===== src/rtl/axi_write_arbiter_if.sv =====
// Bundle of all client-side and master-side signals of the write arbiter.
//   master modport : the arbiter's view (drives mst_* and per-client ready/done, status)
//   slave modport  : the environment's view (clients plus downstream write core)
// Client fields are packed vectors; client i occupies slice i of each.
interface axi_write_arbiter_if #(
  parameter int unsigned NUM_CLIENTS = 2,
  parameter int unsigned CLIENT_IDW  = 1,
  parameter int unsigned AXI_AWIDTH  = 32,
  parameter int unsigned AXI_DWIDTH  = 32
);
  // Client side
  logic [NUM_CLIENTS-1:0]            client_req_valid;
  logic [NUM_CLIENTS-1:0]            client_req_ready;
  logic [NUM_CLIENTS*AXI_AWIDTH-1:0] client_addr;
  logic [NUM_CLIENTS*32-1:0]         client_len;
  logic [NUM_CLIENTS*3-1:0]          client_size;
  logic [NUM_CLIENTS*2-1:0]          client_burst;
  logic [NUM_CLIENTS*AXI_DWIDTH-1:0] client_data;
  logic [NUM_CLIENTS-1:0]            client_data_valid;
  logic [NUM_CLIENTS-1:0]            client_data_ready;
  logic [NUM_CLIENTS-1:0]            client_done;
  // Downstream write core side
  logic                              mst_req_valid;
  logic                              mst_req_ready;
  logic [AXI_AWIDTH-1:0]             mst_addr;
  logic [31:0]                       mst_len;
  logic [2:0]                        mst_size;
  logic [1:0]                        mst_burst;
  logic [AXI_DWIDTH-1:0]             mst_data;
  logic                              mst_data_valid;
  logic                              mst_data_ready;
  // Status
  logic [CLIENT_IDW-1:0]             grant_id;
  logic                              busy;

  modport master (
    input  client_req_valid, client_addr, client_len, client_size, client_burst,
    input  client_data, client_data_valid, mst_req_ready, mst_data_ready,
    output client_req_ready, client_data_ready, client_done,
    output mst_req_valid, mst_addr, mst_len, mst_size, mst_burst, mst_data, mst_data_valid,
    output grant_id, busy
  );

  modport slave (
    output client_req_valid, client_addr, client_len, client_size, client_burst,
    output client_data, client_data_valid, mst_req_ready, mst_data_ready,
    input  client_req_ready, client_data_ready, client_done,
    input  mst_req_valid, mst_addr, mst_len, mst_size, mst_burst, mst_data, mst_data_valid,
    input  grant_id, busy
  );
endinterface


===== src/rtl/axi_write_arbiter.sv =====
// Round-robin arbiter sharing one AXI write core among NUM_CLIENTS engines.
// A granted client's request is forwarded, then the data path stays locked to it
// until len+1 beats have fired, so bursts never interleave on the shared master.
// Ports:
//   clk    : clock, rising edge
//   resetn : asynchronous active-low reset
//   bus    : axi_write_arbiter_if.master (client request/data channels, master
//            request/data channels, grant_id and busy status)
module axi_write_arbiter #(
  parameter int unsigned NUM_CLIENTS = 2,
  parameter int unsigned CLIENT_IDW  = 1,
  parameter int unsigned AXI_AWIDTH  = 32,
  parameter int unsigned AXI_DWIDTH  = 32
) (
  input logic                clk,
  input logic                resetn,
  axi_write_arbiter_if.master bus
);

  localparam logic [1:0] StIdle = 2'd0;
  localparam logic [1:0] StReq  = 2'd1;
  localparam logic [1:0] StData = 2'd2;

  logic [1:0]            state_q, state_d;
  logic [CLIENT_IDW-1:0] grant_q, grant_d;
  logic [CLIENT_IDW-1:0] rr_q, rr_d;
  logic [31:0]           beat_cnt_q, beat_cnt_d;
  logic [31:0]           len_q, len_d;

  logic                  any_req;
  logic [CLIENT_IDW-1:0] pick;

  logic                  sel_req_valid;
  logic                  sel_data_valid;
  logic [AXI_AWIDTH-1:0] sel_addr;
  logic [31:0]           sel_len;
  logic [2:0]            sel_size;
  logic [1:0]            sel_burst;
  logic [AXI_DWIDTH-1:0] sel_data;

  logic                  req_fire;
  logic                  beat_fire;
  logic                  last_beat;

  // First requester at or above rr_q, wrapping modulo NUM_CLIENTS.
  always_comb begin
    pick    = '0;
    any_req = 1'b0;
    for (int unsigned i = 0; i < NUM_CLIENTS; i++) begin
      for (int unsigned j = 0; j < NUM_CLIENTS; j++) begin
        if (!any_req && bus.client_req_valid[j] &&
            (j == (32'(rr_q) + i) % NUM_CLIENTS)) begin
          any_req = 1'b1;
          pick    = CLIENT_IDW'(j);
        end
      end
    end
  end

  // Fields of the granted client.
  always_comb begin
    sel_req_valid  = 1'b0;
    sel_data_valid = 1'b0;
    sel_addr       = '0;
    sel_len        = '0;
    sel_size       = '0;
    sel_burst      = '0;
    sel_data       = '0;
    for (int unsigned j = 0; j < NUM_CLIENTS; j++) begin
      if (grant_q == CLIENT_IDW'(j)) begin
        sel_req_valid  = bus.client_req_valid[j];
        sel_data_valid = bus.client_data_valid[j];
        sel_addr       = bus.client_addr[j*AXI_AWIDTH +: AXI_AWIDTH];
        sel_len        = bus.client_len[j*32 +: 32];
        sel_size       = bus.client_size[j*3 +: 3];
        sel_burst      = bus.client_burst[j*2 +: 2];
        sel_data       = bus.client_data[j*AXI_DWIDTH +: AXI_DWIDTH];
      end
    end
  end

  assign req_fire  = (state_q == StReq) && sel_req_valid && bus.mst_req_ready;
  assign beat_fire = (state_q == StData) && sel_data_valid && bus.mst_data_ready;
  assign last_beat = (beat_cnt_q == len_q);

  // Outputs are pure functions of state, so reset zeroes them without a clock edge.
  always_comb begin
    bus.mst_req_valid     = 1'b0;
    bus.mst_addr          = '0;
    bus.mst_len           = '0;
    bus.mst_size          = '0;
    bus.mst_burst         = '0;
    bus.mst_data          = '0;
    bus.mst_data_valid    = 1'b0;
    bus.client_req_ready  = '0;
    bus.client_data_ready = '0;
    bus.client_done       = '0;
    bus.busy              = (state_q != StIdle);
    bus.grant_id          = (state_q != StIdle) ? grant_q : '0;
    case (state_q)
      StReq: begin
        bus.mst_req_valid = sel_req_valid;
        bus.mst_addr      = sel_addr;
        bus.mst_len       = sel_len;
        bus.mst_size      = sel_size;
        bus.mst_burst     = sel_burst;
        for (int unsigned j = 0; j < NUM_CLIENTS; j++) begin
          if (grant_q == CLIENT_IDW'(j)) bus.client_req_ready[j] = bus.mst_req_ready;
        end
      end
      StData: begin
        bus.mst_data       = sel_data;
        bus.mst_data_valid = sel_data_valid;
        for (int unsigned j = 0; j < NUM_CLIENTS; j++) begin
          if (grant_q == CLIENT_IDW'(j)) begin
            bus.client_data_ready[j] = bus.mst_data_ready;
            bus.client_done[j]       = beat_fire && last_beat;
          end
        end
      end
      default: ;
    endcase
  end

  always_comb begin
    state_d    = state_q;
    grant_d    = grant_q;
    rr_d       = rr_q;
    beat_cnt_d = beat_cnt_q;
    len_d      = len_q;
    case (state_q)
      StIdle: begin
        if (any_req) begin
          grant_d = pick;
          state_d = StReq;
        end
      end
      StReq: begin
        // A requester dropping valid here keeps its grant; no re-arbitration.
        if (req_fire) begin
          len_d      = sel_len;
          beat_cnt_d = '0;
          state_d    = StData;
        end
      end
      StData: begin
        if (beat_fire) begin
          if (last_beat) begin
            // Counter is left at the match so len=0xFFFFFFFF never wraps.
            state_d = StIdle;
            rr_d    = (grant_q == CLIENT_IDW'(NUM_CLIENTS - 1)) ? '0
                                                               : grant_q + CLIENT_IDW'(1);
          end else begin
            beat_cnt_d = beat_cnt_q + 32'd1;
          end
        end
      end
      default: state_d = StIdle;
    endcase
  end

  always_ff @(posedge clk or negedge resetn) begin
    if (!resetn) begin
      state_q    <= StIdle;
      grant_q    <= '0;
      rr_q       <= '0;
      beat_cnt_q <= '0;
      len_q      <= '0;
    end else begin
      state_q    <= state_d;
      grant_q    <= grant_d;
      rr_q       <= rr_d;
      beat_cnt_q <= beat_cnt_d;
      len_q      <= len_d;
    end
  end

endmodule


===== src/flat_wrapper.sv =====
// flat-port wrapper written by rule: the top's interface ports become plain ports
module axi_write_arbiter_flat 
#(
  parameter int unsigned NUM_CLIENTS = 2,
  parameter int unsigned CLIENT_IDW  = 1,
  parameter int unsigned AXI_AWIDTH  = 32,
  parameter int unsigned AXI_DWIDTH  = 32
)
  (clk, resetn, bus_client_req_valid, bus_client_addr, bus_client_len, bus_client_size, bus_client_burst, bus_client_data, bus_client_data_valid, bus_mst_req_ready, bus_mst_data_ready, bus_client_req_ready, bus_client_data_ready, bus_client_done, bus_mst_req_valid, bus_mst_addr, bus_mst_len, bus_mst_size, bus_mst_burst, bus_mst_data, bus_mst_data_valid, bus_grant_id, bus_busy);
  axi_write_arbiter_if #(.NUM_CLIENTS(NUM_CLIENTS), .CLIENT_IDW(CLIENT_IDW), .AXI_AWIDTH(AXI_AWIDTH), .AXI_DWIDTH(AXI_DWIDTH)) bus_i ();
  input logic clk;
  input logic resetn;
  input wire logic [$bits(bus_i.client_req_valid)-1:0] bus_client_req_valid;
  input wire logic [$bits(bus_i.client_addr)-1:0] bus_client_addr;
  input wire logic [$bits(bus_i.client_len)-1:0] bus_client_len;
  input wire logic [$bits(bus_i.client_size)-1:0] bus_client_size;
  input wire logic [$bits(bus_i.client_burst)-1:0] bus_client_burst;
  input wire logic [$bits(bus_i.client_data)-1:0] bus_client_data;
  input wire logic [$bits(bus_i.client_data_valid)-1:0] bus_client_data_valid;
  input wire logic [$bits(bus_i.mst_req_ready)-1:0] bus_mst_req_ready;
  input wire logic [$bits(bus_i.mst_data_ready)-1:0] bus_mst_data_ready;
  output wire logic [$bits(bus_i.client_req_ready)-1:0] bus_client_req_ready;
  output wire logic [$bits(bus_i.client_data_ready)-1:0] bus_client_data_ready;
  output wire logic [$bits(bus_i.client_done)-1:0] bus_client_done;
  output wire logic [$bits(bus_i.mst_req_valid)-1:0] bus_mst_req_valid;
  output wire logic [$bits(bus_i.mst_addr)-1:0] bus_mst_addr;
  output wire logic [$bits(bus_i.mst_len)-1:0] bus_mst_len;
  output wire logic [$bits(bus_i.mst_size)-1:0] bus_mst_size;
  output wire logic [$bits(bus_i.mst_burst)-1:0] bus_mst_burst;
  output wire logic [$bits(bus_i.mst_data)-1:0] bus_mst_data;
  output wire logic [$bits(bus_i.mst_data_valid)-1:0] bus_mst_data_valid;
  output wire logic [$bits(bus_i.grant_id)-1:0] bus_grant_id;
  output wire logic [$bits(bus_i.busy)-1:0] bus_busy;
  assign bus_i.client_req_valid = bus_client_req_valid;
  assign bus_i.client_addr = bus_client_addr;
  assign bus_i.client_len = bus_client_len;
  assign bus_i.client_size = bus_client_size;
  assign bus_i.client_burst = bus_client_burst;
  assign bus_i.client_data = bus_client_data;
  assign bus_i.client_data_valid = bus_client_data_valid;
  assign bus_i.mst_req_ready = bus_mst_req_ready;
  assign bus_i.mst_data_ready = bus_mst_data_ready;
  assign bus_client_req_ready = bus_i.client_req_ready;
  assign bus_client_data_ready = bus_i.client_data_ready;
  assign bus_client_done = bus_i.client_done;
  assign bus_mst_req_valid = bus_i.mst_req_valid;
  assign bus_mst_addr = bus_i.mst_addr;
  assign bus_mst_len = bus_i.mst_len;
  assign bus_mst_size = bus_i.mst_size;
  assign bus_mst_burst = bus_i.mst_burst;
  assign bus_mst_data = bus_i.mst_data;
  assign bus_mst_data_valid = bus_i.mst_data_valid;
  assign bus_grant_id = bus_i.grant_id;
  assign bus_busy = bus_i.busy;
  axi_write_arbiter #(.NUM_CLIENTS(NUM_CLIENTS), .CLIENT_IDW(CLIENT_IDW), .AXI_AWIDTH(AXI_AWIDTH), .AXI_DWIDTH(AXI_DWIDTH)) u_core (.clk(clk), .resetn(resetn), .bus(bus_i));
endmodule

===== config.mk =====
export PLATFORM = sky130hd
export DESIGN_NAME = axi_write_arbiter_flat
export DESIGN_NICKNAME = d
export VERILOG_FILES = /design/src/rtl/axi_write_arbiter_if.sv /design/src/rtl/axi_write_arbiter.sv /design/src/flat_wrapper.sv
export SDC_FILE = /design/constraint.sdc
export NUM_CORES = 1
export LEC_CHECK = 0
export CORE_MARGIN = 8
export CORE_UTILIZATION = 25
export CTS_BUF_LIST = sky130_fd_sc_hd__clkbuf_16
export DETAILED_ROUTE_END_ITERATION = 6
export SYNTH_ARGS = -nofsm -noshare
export SYNTH_HDL_FRONTEND = slang
export SYNTH_SLANG_ARGS = --single-unit

===== constraint.sdc =====
create_clock -name clk -period 2.2 [get_ports clk]
set_input_delay 0.22 -clock clk [delete_from_list [all_inputs] [get_ports clk]]
set_output_delay 0.22 -clock clk [all_outputs]
set_load 0.02 [all_outputs]

==> metrics.txt, run 1 <==
core area=a little under 20000 sq um; Max Fclk=0.4556 GHz; port bufs=320; P&R area growth vs syn=92.05%; Mapped Nets=about 800; drt via density=4.562; DRT Wirelength=approximately 24 mm; Final period util=around 100%; LEAKAGE=approximately 4.7 nW; Synth Area per Inst=between 8 and 9 sq um; row cnt=just over 50; Top-Level Pins=roughly 320; CP max FO=3; H-tree depth=3; vias in the first global route=between 6000 and 7000; DR WL/cell=between 15 and 20 um; Required @ worst endpoint=1.98 ns; Comb pwr share=67.8%; # nets final=between 1000 and 1500; Worst-Skew Late Latency=around 0.33 ns; critical path launch point type=flip-flop; fin cells=1257; Total GRT Usage=a little under a fifth; crit path DAT=slightly below 2 ns; fraction of layout instances using a drive strength above 1=between 10% and 20%; FILL cells=around 1900; die height=between 150 and 200 um; grt total ovfl=0; #FFs+latches synth=a little under 70; Pins Over Slew Limit=0; largest net degree at the start of global routing=65; 1st-iter DRT viols=273; first-pass GRT wire length=35.72 mm; Setup CP Type=flip-flop to output port; # DRC=0; Worst Tran Pin Value=~0.52 ns; total vias in the final route=around 5700; ANT cells=0; clk_skew=0.008284 ns; CTS max path bufs=2; Peak VDD IR=~0.5 mV; ANT nets after route=0; antenna violations before repair=0; Final WS setup=a little over 0.005 ns; gpl congestion=between 0.9 and 1; placed insts=1239; max_cap viols=0; sequential share of power=19.0%; internal power=0.005101 W; die footprint=between 20000 and 25000 sq um; Warnings, synthesis=0; Initial Utilization=between 20% and 30%; slew margin rel.=65.33%; Cell variety after synth=40; Hold Crit Class=input port to async pin; Syn Inst Count=just under 600; CTS tree=done; PwrDens=just under 1000 nW/um^2; hold_ws=around 0.41 ns; switching share of power=46.00%; P_sw=approximately 0.0043 W; outcome=completed; Final Hold Viols=0; register area share after synthesis=roughly a third; Root Driver=clkbuf_16; Initial DRT Pass Iterations=5; CTS Buf Count=9; setup violators final=0; CTS sink count=68; Chip Width=156.9 um; min Tclk post-route=around 2.2 ns; Reg clk slew, reported paths=about 0.060 ns; DPL Wire Length=around 20 mm; Place WS=-0.3340 ns; Clk pwr share=13.2%; RSZ-0062 raised after global routing=true; endpoint class of the critical path=output port; Post-Syn Area=a little under 5000 sq um
path summary, 6_finish.rpt:
kind / endpoint / from / slack, ns / cells past startpoint
min in group clk: u_core.rr_q / u_core.rr_q / 0.49 / 1
worst min register to register: u_core.rr_q / u_core.rr_q / 0.49 / 1
worst min-delay path: u_core.len_q[9] / resetn / 0.41 / 2
worst max-delay path: bus_client_done[1] / u_core.beat_cnt_q[2] / 0.005 / 7
worst max register to register: u_core.beat_cnt_q[24] / u_core.beat_cnt_q[5] / 0.05 / 7
max in group asynchronous: u_core.len_q[25] / resetn / 1.16 / 3
kinds of logic (layout without fill, tap and decap cells):
logic type	count (synthesis)	count (layout)	share of synthesized area, %
AND/OR/NAND/NOR	260	260	23.21
multiplexers	124	124	25.05
flip-flops	68	68	34.31
AO/OA/AOI/OAI	65	65	7.720
buffers and inverters	44	442	3.809
XOR/XNOR	32	32	5.651
adder cells (fa/ha/maj)	1	1	0.2522
through the flow:
step                setup TNS, ns  total power [W]  utilization (%)  area [sq um]
finish                          0         0.009446            48.94          9525
global route              -0.3691          0.01004            48.94          9525
CTS                      -0.01726         0.009534            48.59          9457
detailed placement        -0.7095         0.008602            47.08          9163
global placement          -0.6261         0.008594            47.08          9163
floorplan                       0         0.005185                -          4960
timing repair:
item                                    CTS  global route
gates resized for setup                 138            16
endpoints found under the setup margin  109            28
pin swaps                                 3             6
endpoints found under the hold margin    19             0
buffers inserted                          2             1
cloned                                    0             0
hold buffers                              1             0
worst max-delay path, cell delays in order, from the launching register on:
cell and delay [ns]:
dfrtp_1 0.38, xor2_1 0.19, nor4_2 0.32, buf_4 0.16, and4_4 0.23, nand3_4 0.11, nor2_4 0.13, buf_6 0.12
power by group through the flow:
stage | clock network, W | logic [W] | registers (W)
3_3_place_gp | 0 | 0.00680 | 0.00179
3_5_place_dp | 0 | 0.00678 | 0.00182
4_1_cts | 0.00127 | 0.00647 | 0.00180
2_1_floorplan | 0 | 0.00343 | 0.00175
5_1_grt | 0.00132 | 0.00688 | 0.00184
6_report | 0.00125 | 0.00640 | 0.00179
cell type report:
type	instances	area, sq um	share of cell area (%)
sequential	68	1705	17.90
clock inverter	6	27.53	0.2890
timing repair buffer	423	3978	41.76
inverter	4	15.01	0.1576
multi-input combinational	482	3243	34.05
clock buffer	9	225.2	2.364
tap	265	331.6	3.481
cell usage after synthesis, drive strengths merged:
library cell  number  area [sq um]
a21o               2         15.01
a21oi              7         35.03
a221o              1         10.01
a31oi              1         6.260
and2               2         12.51
and3               6         40.03
and4               3         28.78
buf               12         68.81
clkbuf            28         105.1
dfrtp             68          1702
ha                 1         12.51
inv                4         15.01
mux2               1         11.26
mux2i            123          1231
nand2             65         244.0
nand2b             3         18.77
nand3             20         100.1
nand3b             1         7.510
nand4             13         87.58
nor2             125         476.7
nor2b              1         6.260
nor3               5         25.02
nor4               9         56.30
o211ai             4         30.03
o21ai             40         204.0
o311ai             3         26.28
o31ai              4         30.03
o41ai              3         26.28
or2                2         12.51
or3                2         12.51
or4                3         22.52
xor2              32         280.3
cell usage in the layout, fill, tap and decap left out, types with 5 or more instances in the layout:
master / count
buf_6: 9
dfrtp_1: 67
inv_1: 7
mux2i_4: 5
nand3_1: 19
dlygate4sd2_1: 98
nor2_1: 122
buf_4: 91
clkbuf_16: 9
mux2i_2: 6
o21ai_0: 39
nand4_1: 12
a21oi_1: 7
buf_12: 8
xor2_1: 32
clkdlybuf4s50_1: 212
nand2_1: 65
mux2i_1: 112
nor4_2: 5
metal layers:
metal  GRT usage [%]  routed length, um  up-vias
met5               0                  0        -
met4           7.689                805        0
met3           5.543               1582       41
met2           32.62              11900      196
met1           22.19               9536     2639
li1                -                  -     2858
registers in the layout, indices dropped and copies added (netlist names):
name	flops
u_core.beat_cnt_q	32
u_core.len_q	32
u_core.state_q	2
u_core.grant_q	1
u_core.rr_q	1
Power figures use the tool's default switching activity.
==> inputs of run 2 (changes only) <==
Settings changed: SKIP_CTS_REPAIR_TIMING set to 1.
==> run 2 against run 1 <==
- the run now ends with negative setup slack left
- wire length up 2.2%
- non-clock buffer count unchanged
- sequential share of layout area down 0.94 points
- global-route usage down 0.090 points
- first-iteration DRC count up 30%
- critical path depth down 2
- combinational power up 7.0%
- critical path type unchanged
==> metrics.txt, run 2 (synthesis gave the netlist of run 1 again) <==
met3 wire length=1.644 mm (+3.9%); ANT cells=0 (unchanged); DPL Wire Length=20.07 mm (unchanged); min Tclk post-route=2.309 ns (+0.1140 ns); commonest non-fill, non-tap cells in the layout=clkdlybuf4s50_1 (213), nor2_1 (121), mux2i_1 (108); fin cells=1257 (unchanged); CP Cell Sequence=buf_12 -> buf_6 -> mux2i_2 -> nor2_1 -> clkdlybuf4s50_1; max incr delay on CP=0.64 ns (+0.26 ns); largest net degree at the start of global routing=65 (unchanged); row cnt=51 (unchanged); Post-Route M1 WL=9.583 mm (+0.49%); Pins Over Slew Limit=0 (unchanged); RSZ-0062 raised after global routing=true; CTS Buf Count=9 (unchanged); CP max FO=17 (+14); family with the most delay on the worst path=buffers and inverters; die height=156.9 um (unchanged); top flop regs=u_core.beat_cnt_q: 32 flops, u_core.len_q: 32 flops, u_core.state_q: 2 flops; met2 WL post-DR=12.34 mm (+3.7%); max_cap viols=0 (unchanged); Initial DRT Pass Iterations=5 (unchanged); critical path launch point type=flip-flop; Worst Tran Pin Value=0.5320 ns (+0.01195 ns); CTS tree=done; setup violators final=3 (+3); Chip Width=156.9 um (unchanged); CTS sink count=68 (unchanged); grt total ovfl=0 (unchanged); Root Driver=clkbuf_16; outcome=finished, violations left; Final WS setup=-0.1090 ns (-0.1140 ns); total vias in the final route=5819 (+1.5%); Final period util=105.0% (+5.2 points); port bufs=320 (unchanged); gpl congestion=0.9076 (unchanged); Peak VDD IR=0.5129 mV (-0.25%); Total GRT Usage=19.07% (-0.090 points); vias in the first global route=5966 (-0.93%); Final Cell Area=10050 sq um (+5.5%); antenna violations before repair=0 (unchanged); Worst-Skew Late Latency=0.33 ns (about the same); Worst R2R Setup Slack=0 ns (-0.05 ns); LEAKAGE=5.955 nW (+26%); commonest non-fill, non-tap cell in the layout=clkdlybuf4s50_1; # nets final=1199 (unchanged); 1st-iter DRT viols=354 (+30%); H-tree depth=3 (unchanged); CTS max path bufs=2 (unchanged); FILL cells=1806 (-4.0%); ANT nets after route=0 (unchanged); PwrDens=985.2 nW/um^2 (-0.65%); core area=19460 sq um (unchanged); P&R area growth vs syn=102.6%; Critical-path top delay cell=clkdlybuf4s50_1; DRT Wirelength=24.36 mm (+2.2%); Setup CP Type=flip-flop to output port; Top-Level Pins=321 (unchanged); DR WL/cell=19.38 um (+2.2%); die footprint=24600 sq um (unchanged); Initial Utilization=25.48% (unchanged); failing checks=negative setup slack; crit path buf inv count=3 (+1); Top Metal Used=met4; Reg clk slew, reported paths=0.06 ns (about the same); endpoint class of the critical path=output port; Required @ worst endpoint=1.98 ns (about the same); slew margin rel.=64.54% (-0.80 points); drt via density=4.629 (+1.5%); first-pass GRT wire length=35.53 mm (-0.54%); # DRC=0 (unchanged); fraction of layout instances using a drive strength above 1=17.64% (+1.9 points); Hold Crit Class=input port to async pin; crit path DAT=2.09 ns (+0.12 ns); Final Hold Viols=0 (unchanged); Max Fclk=0.4331 GHz (-4.9%); placed insts=1239 (unchanged); clk_skew=0.007980 ns (-0.0003040 ns); Placed Instance Area=9163 sq um (unchanged)
run 2: cell count changes in the layout (fill, tap and decap cells not counted), moves of 3 or more:
cell            before  now
dlygate4sd2_1       98    0
nor3_1               3    0
buf_6                9   12
buf_4               91   87
mux2i_2              6   11
mux2i_1            112  108
o21ai_0             39   36
dlymetal6s2s_1       3  100
run 2: worst reg2reg max path, delay by kind of cell, from the launching register on:
family	cells	cell delay, ns
AND/OR/NAND/NOR	3	0.77
flip-flops	1	0.48
XOR/XNOR	1	0.26
buffers and inverters	2	0.24
multiplexers	1	0.21
AO/OA/AOI/OAI	1	0.12
run 2: layout make-up:
type	instances	area [sq um]	share of cell area, %
clock inverters	6	27.53	0.2739
well taps	265	331.6	3.299
repair buffers	423	4367	43.45
flip-flops and latches	68	1705	16.97
multi-input cells	482	3379	33.62
inverters	4	15.01	0.1494
clock buffers	9	225.2	2.241
run 2: layer usage:
| layer | vias to the layer above | global-route usage [%] |
|---|---|---|
| met5 | - | 0 |
| met4 | 0 | 6.957 |
| met3 | 43 | 5.516 |
| met2 | 217 | 32.82 |
| met1 | 2699 | 22.05 |
| li1 | 2860 | - |
run 2: power by group:
group          switching (W)  leakage [nW]  internal [W]
clock               0.000511         0.133      0.000737
sequential          0.000230         0.897       0.00157
combinational        0.00366          4.93       0.00320
run 2: per-stage QoR:
stage / worst slack (ns) / hold slack, ns / total power (W) / setup TNS [ns] / util [%]
2_1_floorplan: 0.05323 / -0.07559 / 0.005185 / 0 / -
3_3_place_gp: -0.3240 / 0.2288 / 0.008594 / -0.6261 / 47.08
3_5_place_dp: -0.3340 / 0.2280 / 0.008602 / -0.7095 / 47.08
4_1_cts: -0.7035 / -0.1196 / 0.009886 / -13.00 / 48.38
5_1_grt: -0.1612 / 0.4572 / 0.01051 / -1.001 / 51.64
6_report: -0.1090 / 0.4139 / 0.009902 / -0.1287 / 51.64
run 2: path summary, 6_finish.rpt:
check,end,cells past startpoint,from
max,bus_mst_len[2],5,u_core.grant_q
min,u_core.len_q[9],2,resetn
max reg2reg,u_core.beat_cnt_q[11],8,u_core.beat_cnt_q[24]
min reg2reg,u_core.rr_q,1,u_core.rr_q
max in group asynchronous,u_core.len_q[3],3,resetn
min in group clk,u_core.rr_q,1,u_core.rr_q
==> inputs of run 3 (changes only) <==
Settings changed: CORE_UTILIZATION 25 to 34, PLACE_DENSITY set to 0.79.
==> run 3 against run 2 <==
- the run still ends with negative setup slack left
- worst hold slack lost 0.011 ns
- utilization grew 18 points
- combinational power is essentially flat
- sequential power is essentially flat
- clock power grew 34%
- clock-buffer cell count is the same
- critical endpoint is now u_core.beat_cnt_q[11]
- largest cell class unchanged
==> metrics.txt, run 3 (synthesis gave the netlist of run 1 again) <==
sequential share of power=17.6% (-0.6 points); row cnt=44 (-14%); Root Driver=clkbuf_16; DPL Wire Length=19.60 mm (-2.3%); CTS sink count=68 (unchanged); die height=136.8 um (-13%); FF-to-FF path depth=8 (unchanged); Top-Level Pins=321 (unchanged); RSZ-0062 raised after global routing=true; Setup CP Type=flip-flop to flip-flop; # nets final=1193 (-0.50%); CTS tree=done; R2R Path End=u_core.beat_cnt_q[11]; commonest non-fill, non-tap cell in the layout=clkdlybuf4s50_1; CTS max path bufs=2 (unchanged); Initial Utilization=34.52% (+9.0 points); Placed Instance Area=9031 sq um (-1.4%); Final WS setup=-0.1848 ns (-0.07577 ns); post-layout util=69.69% (+18 points); Max Fclk=0.4193 GHz (-3.2%); Comb pwr share=66.2% (-3.0 points); Total GRT Usage=24.44% (+5.4 points); Worst Tran Pin Value=0.5242 ns (-0.007791 ns); core area=14370 sq um (-26%); Final period util=108.4% (+3.4 points); DR WL/cell=21.09 um (+8.8%); PwrDens=1031 nW/um^2 (+4.7%); worst setup path end=u_core.beat_cnt_q[11]; switching share of power=43.03% (-1.4 points); worst setup path start=u_core.len_q[31]; min Tclk post-route=2.385 ns (+0.07577 ns); drt via density=5.136 (+11%); endpoint class of the critical path=flip-flop; failing checks=negative setup slack; gpl congestion=0.9149 (+0.80%); total vias in the final route=6014 (+3.4%); LEAKAGE=5.894 nW (-1.0%); CTS Buf Count=9 (unchanged); die footprint=18710 sq um (-24%); commonest non-fill, non-tap cells in the layout=clkdlybuf4s50_1 (217), nor2_1 (123), mux2i_1 (109); H-tree depth=3 (unchanged); fraction of layout instances using a drive strength above 1=17.83% (+0.19 points); internal power=0.005882 W (+6.9%); Final Cell Area=10010 sq um (-0.37%); port bufs=320 (unchanged); Peak VDD IR=0.5901 mV (+15%); Worst R2R Setup Slack=-0.18 ns (-0.18 ns); largest net degree at the start of global routing=63 (-3.1%); grt total ovfl=0 (unchanged); top flop regs=u_core.beat_cnt_q: 32 flops, u_core.len_q: 32 flops, u_core.state_q: 2 flops; Chip Width=136.8 um (-13%); Final Hold Viols=0 (unchanged); slew margin rel.=65.06% (+0.52 points); Clk pwr share=16.2% (+3.6 points); P_sw=0.004443 W (+1.0%); setup violators final=18 (+15); crit path DAT=2.62 ns (+0.53 ns); P&R area growth vs syn=101.9%; Reg clk slew, reported paths=0.06 ns (about the same); Hold Crit Class=input port to async pin; ANT nets after route=0 (unchanged); critical path launch point type=flip-flop; # DRC=0 (unchanged); Initial DRT Pass Iterations=7 (+2); DRT Wirelength=24.69 mm (+1.4%); max_cap viols=0 (unchanged); CP max FO=5 (-12); outcome=finished, violations left; 1st-iter DRT viols=568 (+60%); Required @ worst endpoint=2.44 ns (+0.46 ns); clk_skew=0.01015 ns (+0.002172 ns); ANT cells=0 (unchanged); reg2reg start=u_core.len_q[31]; antenna violations before repair=0 (unchanged); vias in the first global route=5966 (unchanged); first-pass GRT wire length=34.81 mm (-2.0%); Pins Over Slew Limit=0 (unchanged); Worst-Skew Late Latency=0.34 ns (about the same)
-- run 3: metal layers --
layer / vias up / wire length [um] / GRT usage, %
li1: 2843 / - / -
met5: - / 0 / 0
met4: 0 / 576 / 6.578
met2: 275 / 13050 / 44.48
met3: 42 / 1497 / 5.250
met1: 2854 / 9564 / 28.24
-- run 3: area by class of cell --
cell class                 instances  area, sq um
sequential                        68         1705
multi-input combinational        482         3363
fill                            1074         4355
inverter                           4        15.01
clock buffer                       9        225.2
tap                              184        230.2
clock inverter                     7        115.1
timing repair buffer             417         4359
-- run 3: worst min path at each step --
stage                     startpoint                    to  cells after the start
final                         resetn       u_core.len_q[3]                      2
after global routing          resetn       u_core.len_q[9]                      2
after CTS                     resetn       u_core.len_q[3]                      1
after detailed placement      resetn       u_core.len_q[9]                      1
after global placement        resetn       u_core.len_q[9]                      1
after floorplan               resetn  u_core.beat_cnt_q[0]                      0
-- run 3: critical path, stage by stage (launching register included) --
cell     delay, ns
dfrtp_1       0.39
xor2_1        0.18
nor4_2        0.37
buf_4         0.18
nand4_1       0.24
o21ai_4       0.37
buf_6         0.19
or4_4         0.13
mux2i_2       0.24
-- run 3: metrics by stage --
stage               instances  hold slack (ns)  TNS, ns  power [W]  setup WS (ns)
floorplan                 594         -0.07559        0   0.005185        0.05323
global placement         1146           0.2187  -0.5141   0.008484        -0.2781
detailed placement       1146           0.2190  -0.6546   0.008548        -0.3328
CTS                      1162          -0.1329   -10.45    0.01024        -0.7787
global route             1171           0.4400   -2.353    0.01080        -0.2501
finish                   1171           0.4032   -1.710    0.01033        -0.1848
-- run 3: power groups by stage --
| stage | Clock [W] | Combinational (W) | Sequential [W] |
|---|---|---|---|
| after floorplan | 0 | 0.00343 | 0.00175 |
| after global placement | 0 | 0.00669 | 0.00179 |
| after detailed placement | 0 | 0.00673 | 0.00182 |
| after CTS | 0.00167 | 0.00677 | 0.00180 |
| after global routing | 0.00174 | 0.00722 | 0.00184 |
| final | 0.00167 | 0.00684 | 0.00182 |
